File: src/rtl/dram_arbiter.sv
// rtl/dram_arbiter.sv - three-port DRAM command arbiter with read routing and timeout (option: DRAM_ARB_RR_EN)
module dram_arbiter #(
    parameter int AW      = 32,
    parameter int DW      = 32,
    parameter int TIMEOUT = 1024
) (
    input  logic            clk,
    input  logic            rst_async,
    input  logic            r0_req,
    input  logic [AW-1:0]   r0_addr,
    input  logic [DW-1:0]   r0_wdata,
    input  logic [DW/8-1:0] r0_we,
    output logic            r0_ack,
    input  logic            r1_req,
    input  logic [AW-1:0]   r1_addr,
    input  logic [DW-1:0]   r1_wdata,
    input  logic [DW/8-1:0] r1_we,
    output logic            r1_ack,
    input  logic            r2_req,
    input  logic [AW-1:0]   r2_addr,
    input  logic [DW-1:0]   r2_wdata,
    input  logic [DW/8-1:0] r2_we,
    output logic            r2_ack,
    output logic            rd_valid,
    output logic [1:0]      rd_id,
    output logic [DW-1:0]   rd_data,
    output logic            dram_oe,
    output logic [AW-1:0]   dram_addr,
    output logic [DW-1:0]   dram_wdata,
    output logic [DW/8-1:0] dram_we,
    input  logic [DW-1:0]   dram_rdata,
    input  logic            dram_valid,
    input  logic            dram_busy,
    output logic            timeout_err
);
    localparam int BW = DW / 8;
    localparam int CW = $clog2(TIMEOUT);
    localparam logic [CW-1:0] CNT_LAST = CW'(TIMEOUT - 1);

    typedef enum logic [1:0] {IDLE, ISSUE, WAIT_RD} state_t;

    state_t          state;
    logic [2:0]      ack;
    logic [1:0]      grant_id;
    logic [CW-1:0]   cnt;
    logic [2:0]      req;
    logic [AW-1:0]   req_addr  [3];
    logic [DW-1:0]   req_wdata [3];
    logic [BW-1:0]   req_we    [3];
    logic            win_found;
    logic [1:0]      win_idx;

    assign req          = {r2_req, r1_req, r0_req};
    assign req_addr[0]  = r0_addr;
    assign req_addr[1]  = r1_addr;
    assign req_addr[2]  = r2_addr;
    assign req_wdata[0] = r0_wdata;
    assign req_wdata[1] = r1_wdata;
    assign req_wdata[2] = r2_wdata;
    assign req_we[0]    = r0_we;
    assign req_we[1]    = r1_we;
    assign req_we[2]    = r2_we;

    assign r0_ack = ack[0];
    assign r1_ack = ack[1];
    assign r2_ack = ack[2];

`ifdef DRAM_ARB_RR_EN
    // rr_ptr holds the index where the next search starts
    logic [1:0] rr_ptr;

    always_comb begin : rr_search
        logic [1:0] cand;
        win_found = 1'b0;
        win_idx   = 2'd0;
        cand      = rr_ptr;
        for (int k = 0; k < 3; k++) begin
            if (!win_found && req[cand]) begin
                win_found = 1'b1;
                win_idx   = cand;
            end
            cand = (cand == 2'd2) ? 2'd0 : cand + 2'd1;
        end
    end
`else
    always_comb begin
        win_found = |req;
        win_idx   = req[0] ? 2'd0 : (req[1] ? 2'd1 : 2'd2);
    end
`endif

    always_ff @(posedge clk or posedge rst_async) begin
        if (rst_async) begin
            state       <= IDLE;
            ack         <= '0;
            grant_id    <= '0;
            cnt         <= '0;
            rd_valid    <= 1'b0;
            rd_id       <= '0;
            rd_data     <= '0;
            dram_oe     <= 1'b0;
            dram_addr   <= '0;
            dram_wdata  <= '0;
            dram_we     <= '0;
            timeout_err <= 1'b0;
`ifdef DRAM_ARB_RR_EN
            rr_ptr      <= '0;
`endif
        end else begin
            ack      <= '0;
            dram_oe  <= 1'b0;
            rd_valid <= 1'b0;
            case (state)
                IDLE: begin
                    if (win_found && !dram_busy) begin
                        grant_id     <= win_idx;
                        dram_addr    <= req_addr[win_idx];
                        dram_wdata   <= req_wdata[win_idx];
                        dram_we      <= req_we[win_idx];
                        dram_oe      <= 1'b1;
                        ack[win_idx] <= 1'b1;
`ifdef DRAM_ARB_RR_EN
                        rr_ptr       <= (win_idx == 2'd2) ? 2'd0 : win_idx + 2'd1;
`endif
                        state        <= ISSUE;
                    end
                end
                ISSUE: begin
                    // writes are posted; only reads wait for data
                    if (dram_we != '0) begin
                        state <= IDLE;
                    end else begin
                        cnt   <= '0;
                        state <= WAIT_RD;
                    end
                end
                WAIT_RD: begin
                    if (dram_valid) begin
                        rd_valid <= 1'b1;
                        rd_id    <= grant_id;
                        rd_data  <= dram_rdata;
                        state    <= IDLE;
                    end else if (cnt == CNT_LAST) begin
                        timeout_err <= 1'b1;
                        rd_valid    <= 1'b1;
                        rd_id       <= grant_id;
                        rd_data     <= '0;
                        state       <= IDLE;
                    end else begin
                        cnt <= cnt + 1'b1;
                    end
                end
                default: state <= IDLE;
            endcase
        end
    end
endmodule

File: config.mk
export PLATFORM = sky130hd
export DESIGN_NAME = dram_arbiter
export DESIGN_NICKNAME = d
export VERILOG_FILES = /design/src/rtl/dram_arbiter.sv
export SDC_FILE = /design/constraint.sdc
export NUM_CORES = 1
export LEC_CHECK = 0
export BUFFER_PORTS_ARGS = -buffer_cell sky130_fd_sc_hd__buf_2
export CORE_AREA = 2 2 137 139
export CTS_CLUSTER_DIAMETER = 60
export CTS_CLUSTER_SIZE = 10
export DETAILED_ROUTE_END_ITERATION = 16
export DIE_AREA = 0 0 139 141
export GPL_ROUTABILITY_DRIVEN = 0
export GPL_TIMING_DRIVEN = 1
export PLACE_DENSITY_LB_ADDON = 0.3
export SLEW_MARGIN = 20
export SYNTH_ARGS = -nofsm -noshare
export SYNTH_HDL_FRONTEND = slang
export SYNTH_SLANG_ARGS = --single-unit
export TNS_END_PERCENT = 5
File: constraint.sdc
create_clock -name clk -period 3.94 [get_ports clk]
set_clock_uncertainty 0.15 [all_clocks]
set_input_delay 0.394 -clock clk [delete_from_list [all_inputs] [get_ports clk]]
set_output_delay 0.394 -clock clk [all_outputs]
set_load 0.01 [all_outputs]
; Word-level counts from Yosys, hierarchy flattened
; Cells that the tools add are included.
[word_totals]
reg_bits = 122
latch_bits = 0
mem_bits_rw = 0
rom_bits = 0
input_bits = 243
out_inout_bits = 108
mem_count = 0
[classes]
addsub = 1
mul = 0
div = 0
order_cmp = 3
eq_ne = 8
shifts = 0
muxes = 33
bitwise = 2
reduce_logical = 13
[ops]
columns = cell, n
row1 = $mux 32, 6
row2 = $bmux 32 s2, 2
row3 = $mux 10, 3
row4 = $pmux 10 s2, 1
row5 = $mux 2, 8
row6 = $add 10x1->10 const B, 1
row7 = $eq 10x10->1 const B, 1
row8 = $bmux 4 s2, 1
row9 = $mux 4, 2
row10 = $ne 2x2->1 const B, 4
row11 = $mux 1, 6
row12 = $mux 3, 2
row13 = $pmux 2 s3, 1
row14 = $reduce_and 2->1, 3
row15 = $reduce_and 4->1, 1
row16 = $reduce_bool 2->1, 2
row17 = $reduce_bool 4->1, 1
row18 = $ge 3x3->1 const B, 1
row19 = $lt 2x3->1 const B, 1
row20 = $ne 3x3->1 const B, 1
row21 = $not 2->3, 1
row22 = $reduce_and 3->1, 1
row23 = $reduce_or 3->1, 1
row24 = $demux 1 s2, 1
row25 = other kinds (7), 8

; Longest topological paths before layout
; Gate-level depths: netlist of the first run.
[logic_depth]
depth_word = 8
ltp_mapped = 6
mapped_depth_nobuf = 6

; Least setup slack after synthesis of the first run
; Ideal clock, no wire load.
[synth_path]
path_kind = flip-flop to flip-flop
start = register cnt[0]
end = register cnt[3]
arrival_time_ns = 1.507
t_required_ns = 3.666
path_slack_ns = 2.159
stages_incl_launch_ff = 6
n_path_buf = 0
period_less_slack_ns = 1.781
cell_sequence = dfrtp_1 ha_1 nand3_2 o31ai_4 a2111oi_2 a211o_1
[synth_between]
elab_chain_len = 4
word_cells_on_any_way = 7
cone_classes = add/sub: 1 / eq/ne: 2 / mux: 3 / reduce/logical: 1
[synth_rtl]
columns = element, line
row1 = from (decl), 45  ; logic [CW-1:0] cnt;
row2 = from (signal assigned), 150  ; cnt <= cnt + 1'b1;
row3 = $add 10x1->10, 150
row4 = $mux 10, 143  ; end else if (cnt == CNT_LAST) begin
row5 = $mux 10, 138  ; if (dram_valid) begin
row6 = $pmux 10 s2, 113  ; case (state)
; Parallel ways exist; a longest one is shown, timed or not. The select of a mux whose other input is x is not followed.
; A chain may end at the register's enable or synchronous reset.

; Worst setup path after layout of the first run
[layout_path]
start = register state[0]
end = register rd_data[20]
[layout_between]
elab_chain_len = 2
[layout_rtl]
columns = element, line
row1 = from (decl), 42  ; state_t state;
row2 = from (signal assigned), 94  ; state <= IDLE;
row3 = from (signal assigned), 125  ; state <= ISSUE;
row4 = from (signal assigned), 131  ; state <= IDLE;
row5 = $eq 2x2->1, 113
row6 = $reduce_and 2->1 (no source line), n/a
row7 = to (signal assigned), 141  ; rd_data <= dram_rdata;
row8 = to (decl), 26  ; output logic [DW-1:0] rd_data,
; Every way passes these cells.

==> impl_metrics.ini, run 1 <==
[timing]
finalHoldWorstSlack_ps = -26.6
relSlewSlack_pct = 41.4
tightestPinTransition_ps = 879
rsz0062_at_grt = false
hold_viol = 38
drv_slew = 0
setup_violations = 0
finalCriticalPeriod_ps = 2080
max_freq_mhz = 480
fin_crit_sh_pct = 52.9
tns_ps = 0

[setup_path]
r2r-start = state[0]$_DFFE_PP0P_
r2r_end = rd_data[20]$_DFFE_PP0P_
arrival_ps = 2280
required_ps = 4140
cp_max_fo = 19
crit_path_start = state[0]$_DFFE_PP0P_
crit_end = rd_data[20]$_DFFE_PP0P_
worst_r2r_path_depth = 4
worstSetupStartpointType = register
critical_path_class = reg2reg
r2r_slack_ps = 1860
cp-end-kind = register

[die]
core_region_area_mm2 = 0.0183
rows = 50
design.die.area_mm2 = 0.0196
start_util_pct = 32.6
die_w_um = 139
boundaryPins = 351
die_height_um = 141

[logic_synthesis]
synth_compound_area_share_pct = 19.7
synth_warnings = 0
ys_ff_latch = 122
synth_top_family_by_area = compound AO/OA/AOI/OAI gates
synth_cell_types = 42
seq_area_frac_synth_pct = 51.2
syn_inst = 614
synthAdderAreaFrac_pct = 0.210
synth.mux.area_fraction_pct = 12.1
synthSimpleGateAreaFrac_pct = 12.7
syn_area_per_cell_um2 = 9.71
synth_nets = 858
netlist_area_mm2 = 0.00596
synth-xor-area-share_pct = 0

[power_and_ir_drop]
p_seq_share_pct = 38.5
vdd_drop_max_mv = 0.286
power.switching_uw = 1770
p_clk_share_pct = 30.0
leakage_uw = 0.00452
p_comb_share_pct = 31.4
p_int_uw = 3320
swShare_pct = 34.8
p_per_area_mw_per_mm2 = 601

[placement]
hpwlAfterDp_um = 14000
postPlaceCellArea_mm2 = 0.00789
portBuffers = 350

[clock_tree]
cts_root_buf = clkbuf_16
numCtsBuffers = 17
cts-resized-gates = 0
cts_sinks = 122
postCtsSetupBuffers = 0
htree_levels = 4
tritoncts = built
clockBufferDepth = 2
clk_pin_slew_ps = 60
clock_latency_ps = 410
ctsHoldBuffers = 0

[final_layout]
final_area_mm2 = 0.00847
final_cell_mix = 348 x buf_2, 122 x dfrtp_1, 74 x nand2_1
final_common_cell = buf_2
syn_to_final_growth_pct = 42.1
nets = 1187
drive_gt1_share_pct = 42.7

[drt]
routedWlPerCell_um = 15.9
route.met3.wl_um = 1550
met1_length_um = 7670
postRouteAntennaNets = 0
finalWirelength_um = 19000
met2_length_um = 9480
drcViolationCount = 0
first_pass_iters = 4
avgViaCountPerCell = 4.81
drt-initial-drc-count = 221
num_vias = 5735
highest_layer = met4

[global_routing]
grt_pass1_wl_um = 29900
grt_usage_pct = 19.2
grt.overflow.total = 0
antenna_found_initial = 3
grt_max_degree = 123
grt_pass1_vias = 5669

[flow_run]
cap_violations = 0

[outcome]
outcome = finished, violations left
violations = hold timing

[hold_path]
worst_hold_path_type = in2async
[cell usage after synthesis (all sizes together)]
| cell | count | area (um2) |
|---|---|---|
| mux2i | 70 | 701 |
| and2 | 3 | 18.8 |
| nand4 | 4 | 31.3 |
| o21ai | 72 | 364 |
| dfrtp | 122 | 3050 |
| clkbuf | 19 | 71.3 |
| nand2 | 74 | 278 |
| a22o | 34 | 298 |
| a21o | 3 | 22.5 |
| nor3 | 5 | 40.0 |
| a21oi | 70 | 350 |
| and3b | 2 | 17.5 |
| a2111oi | 1 | 15.0 |
| nor4 | 1 | 6.26 |
| o31ai | 2 | 42.5 |
| nand3 | 5 | 30.0 |
| nor2 | 70 | 270 |
| mux2 | 2 | 22.5 |
| a31oi | 2 | 12.5 |
| nand3b | 1 | 7.51 |
| buf | 28 | 139 |
| inv | 8 | 30.0 |
| a22oi | 2 | 15.0 |
| or2b | 1 | 7.51 |
| o22ai | 3 | 18.8 |
| ha | 1 | 12.5 |
| nor3b | 1 | 18.8 |
| and3 | 3 | 20.0 |
| o21bai | 1 | 7.51 |
| a211o | 1 | 8.76 |
| o41a | 1 | 11.3 |
| nor2b | 1 | 8.76 |
| o31a | 1 | 10.0 |
[logic make-up (layout without fill, tap and decap cells)]
family                     after synthesis  after routing
AOI/OAI and AO/OA                      193            193
buffers and inverters                   55            397
muxes                                   72             72
adders and majority gates                1              1
DFF                                    122            122
and+or+nand+nor                        171            171
other                                    0              2
[final cells by class]
class / instances / area (um2)
antenna: 2 / 5.00
fill: 1820 / 9800
multi-input combinational: 437 / 2670
clock inverter: 15 / 154
tap: 234 / 293
inverter: 8 / 32.5
sequential: 122 / 3050
timing repair buffer: 357 / 1840
clock buffer: 17 / 425
[how the worst min path moves through the flow]
stage	start	end	slack [ps]	cells past startpoint
2_1_floorplan	grant_id[0]$_DFFE_PP0P_	grant_id[0]$_DFFE_PP0P_	290	1
3_3_place_gp	grant_id[1]$_DFFE_PP0P_	grant_id[1]$_DFFE_PP0P_	310	1
3_5_place_dp	grant_id[1]$_DFFE_PP0P_	grant_id[1]$_DFFE_PP0P_	310	1
4_1_cts	rst_async	rd_data[8]$_DFFE_PP0P_	30	3
5_1_grt	dram_rdata[30]	rd_data[30]$_DFFE_PP0P_	30	2
6_report	rst_async	rd_data[13]$_DFFE_PP0P_	-30	3
[state kept, by name, summed over array words and instances, names as in the netlist]
name         cells
state            2
cnt             10
rd_id            2
rd_data         32
dram_wdata      32
rd_valid         1
dram_we          4
dram_oe          1
grant_id         2
ack              3
dram_addr       32
timeout_err      1
[power by group through the flow]
stage               combinational, uW  sequential [uW]  clock, uW
finish                           1600             1960       1530
global route                     1780             2020       1630
CTS                              1630             1960       1580
detailed placement               1630             1970          0
global placement                 1610             1960          0
floorplan                         673             2170          0
[stage by stage]
stage	hold slack, ps	power [uW]	util [%]	setup slack, ps	std cells
floorplan	292	2840	-	153	614
detailed placement	313	3600	43.2	1550	1158
finish	-26.6	5090	46.4	1860	1192
global placement	307	3570	43.1	1570	1157
CTS	25.2	5170	46.3	1860	1190
global route	33.0	5430	46.4	1660	1192
[per-layer routing]
metal	vias up	global-route usage, %
li1	2823	-
met1	2666	23.5
met2	224	31.4
met3	22	7.07
met4	0	6.38
met5	-	0
[worst max-delay path, cell delays in order (launching register included)]
cell and delay (ps):
dfrtp_1 470, nor2b_2 350, and2_1 670, buf_8 230, a22o_1 140
Note: power is estimated with default switching activity, not from simulation.
==> run 2, diff against run 1 <==
clock period = 1.9 ns   (was 3.94 ns; I/O delays follow)
==> impl_metrics.ini, run 2 (synthesis gave the netlist of run 1 again) <==
[outcome]
outcome = finished clean

[timing]
finalCriticalPeriod_ps = 1820
tightestPinTransition_ps = 578
max_freq_mhz = 550
setup_violations = 0
finalHoldWorstSlack_ps = 17.3
hold_viol = 0
drv_slew = 0
relSlewSlack_pct = 61.4
rsz0062_at_grt = true
fin_crit_sh_pct = 95.8

[clock_tree]
clk_pin_slew_ps = 60
numCtsBuffers = 17
cts_sinks = 122
clock_latency_ps = 400
cts_root_buf = clkbuf_16
tritoncts = built
clockBufferDepth = 2
htree_levels = 4

[final_layout]
drive_gt1_share_pct = 39.2
reg_top3 = dram_addr (32), dram_wdata (32), rd_data (32)
final_cell_mix = 348 x buf_2, 122 x dfrtp_1, 104 x dlygate4sd3_1, 74 x nand2_1
final_common_cell = buf_2
syn_to_final_growth_pct = 63.4
ff_latch_area_mm2 = 0.00305
nFillCells = 1668
nets = 1301
multi_input_comb_area_mm2 = 0.00268
final_area_mm2 = 0.00974

[power_and_ir_drop]
p_per_area_mw_per_mm2 = 1150
leakage_uw = 0.00507
finalPower_uw = 11200
vdd_drop_max_mv = 0.590

[die]
die_w_um = 139
design.die.area_mm2 = 0.0196
rows = 50
die_height_um = 141
boundaryPins = 351
start_util_pct = 32.6
core_region_area_mm2 = 0.0183

[setup_path]
cp_max_fo = 4
r2r_slack_ps = 80
critical_path_class = reg2reg
required_ps = 2040
arrival_ps = 1960
worst_r2r_path_depth = 6
cp_cell_sequence = ha_2, nand3_2, o31a_2, nor2_4, inv_2, a22o_1
cp-end-kind = register
cp_top_family = compound AO/OA/AOI/OAI gates
worstSetupStartpointType = register
cpPeakStageDelay_ps = 420
cpMaxStageDelayCell = o31a_2
r2r_end = cnt[4]$_DFFE_PP0P_
r2r-start = cnt[1]$_DFFE_PP0P_
crit_buf_inv = 1

[placement]
hpwlAfterDp_um = 14100
portBuffers = 350
postPlaceCellArea_mm2 = 0.00801

[global_routing]
met2_usage_pct = 33.1
grt_pass1_vias = 6253
grt.overflow.total = 0
grt_util_met3_pct = 7.00
antenna_found_initial = 6
grt_max_degree = 77
grt_pass1_wl_um = 31800
busiest_layer = met2
grt_usage_pct = 20.3
gr-usage-met1_pct = 24.9

[drt]
first_pass_iters = 4
postRouteAntennaNets = 0
num_vias = 6249
routedWlPerCell_um = 15.5
avgViaCountPerCell = 4.77
drt-initial-drc-count = 215
finalWirelength_um = 20200
drcViolationCount = 0

[hold_path]
hold_start = r2_wdata[27]
worst_hold_path_type = in2reg
hold_depth = 5
min_to = dram_wdata[27]$_DFFE_PP0P_

[flow_run]
cap_violations = 0
[run 2: cell types whose count changed in the layout (fill, tap and decap cells not counted), moves of 5 or more]
cell | previous run | this run
buf_4 | 6 | 11
dlygate4sd3_1 | 0 | 104
inv_6 | 9 | 4
buf_12 | 2 | 8
clkinv_4 | 0 | 5
[run 2: how the worst max path moves through the flow]
| stage | start | to | cells after the start |
|---|---|---|---|
| after floorplan | rst_async | ack[0]$_DFF_PP0_ | 1 |
| after global placement | cnt[1]$_DFFE_PP0P_ | rd_data[16]$_DFFE_PP0P_ | 6 |
| after detailed placement | cnt[1]$_DFFE_PP0P_ | rd_data[28]$_DFFE_PP0P_ | 6 |
| after CTS | cnt[1]$_DFFE_PP0P_ | rd_data[9]$_DFFE_PP0P_ | 6 |
| after global routing | cnt[1]$_DFFE_PP0P_ | cnt[4]$_DFFE_PP0P_ | 6 |
| final | cnt[1]$_DFFE_PP0P_ | cnt[4]$_DFFE_PP0P_ | 6 |
[run 2: final cells by class]
cell class              count  area share, %
flip-flops and latches    122           31.4
repair buffers            471           31.1
multi-input cells         437           27.5
clock buffers              17           4.37
well taps                 234           3.01
clock inverters            15           2.20
inverters                   8          0.347
diodes                      5          0.128
[run 2: per-stage QoR]
step / setup TNS (ps) / utilization [%] / setup slack (ps) / cells
3_5_place_dp: 0 / 43.8 / 29.9 / 1165
2_1_floorplan: 0 / - / 62.7 / 614
6_report: 0 / 53.3 / 80.3 / 1309
3_3_place_gp: 0 / 43.8 / 83.4 / 1165
4_1_cts: 0 / 53.0 / 19.0 / 1301
5_1_grt: -27.4 / 53.3 / -11.9 / 1308
[run 2: timing repair]
| item | in CTS | in global routing |
|---|---|---|
| gates resized for setup | 0 | 3 |
| hold buffers | 104 | 0 |
| buffers inserted | 0 | 3 |
| endpoints found under the setup margin | 0 | 45 |
| hold endpoints to repair | 224 | 0 |
[run 2: worst register-to-register path, stage by stage (launching register included)]
cell	delay [ps]
dfrtp_1	380
ha_2	230
nand3_2	160
o31a_2	420
nor2_4	120
inv_2	60
a22o_1	190
[run 2: power by group]
part,switching [uW],internal (uW)
registers,526,3530
clock network,1270,2220
logic,1900,1720
[run 2: metal layers]
metal / part of all wire (%) / wire length, um
met1: 41 / 8210
met3: 8.5 / 1730
met5: 0.064 / 13
met4: 2.3 / 460
met2: 49 / 9830
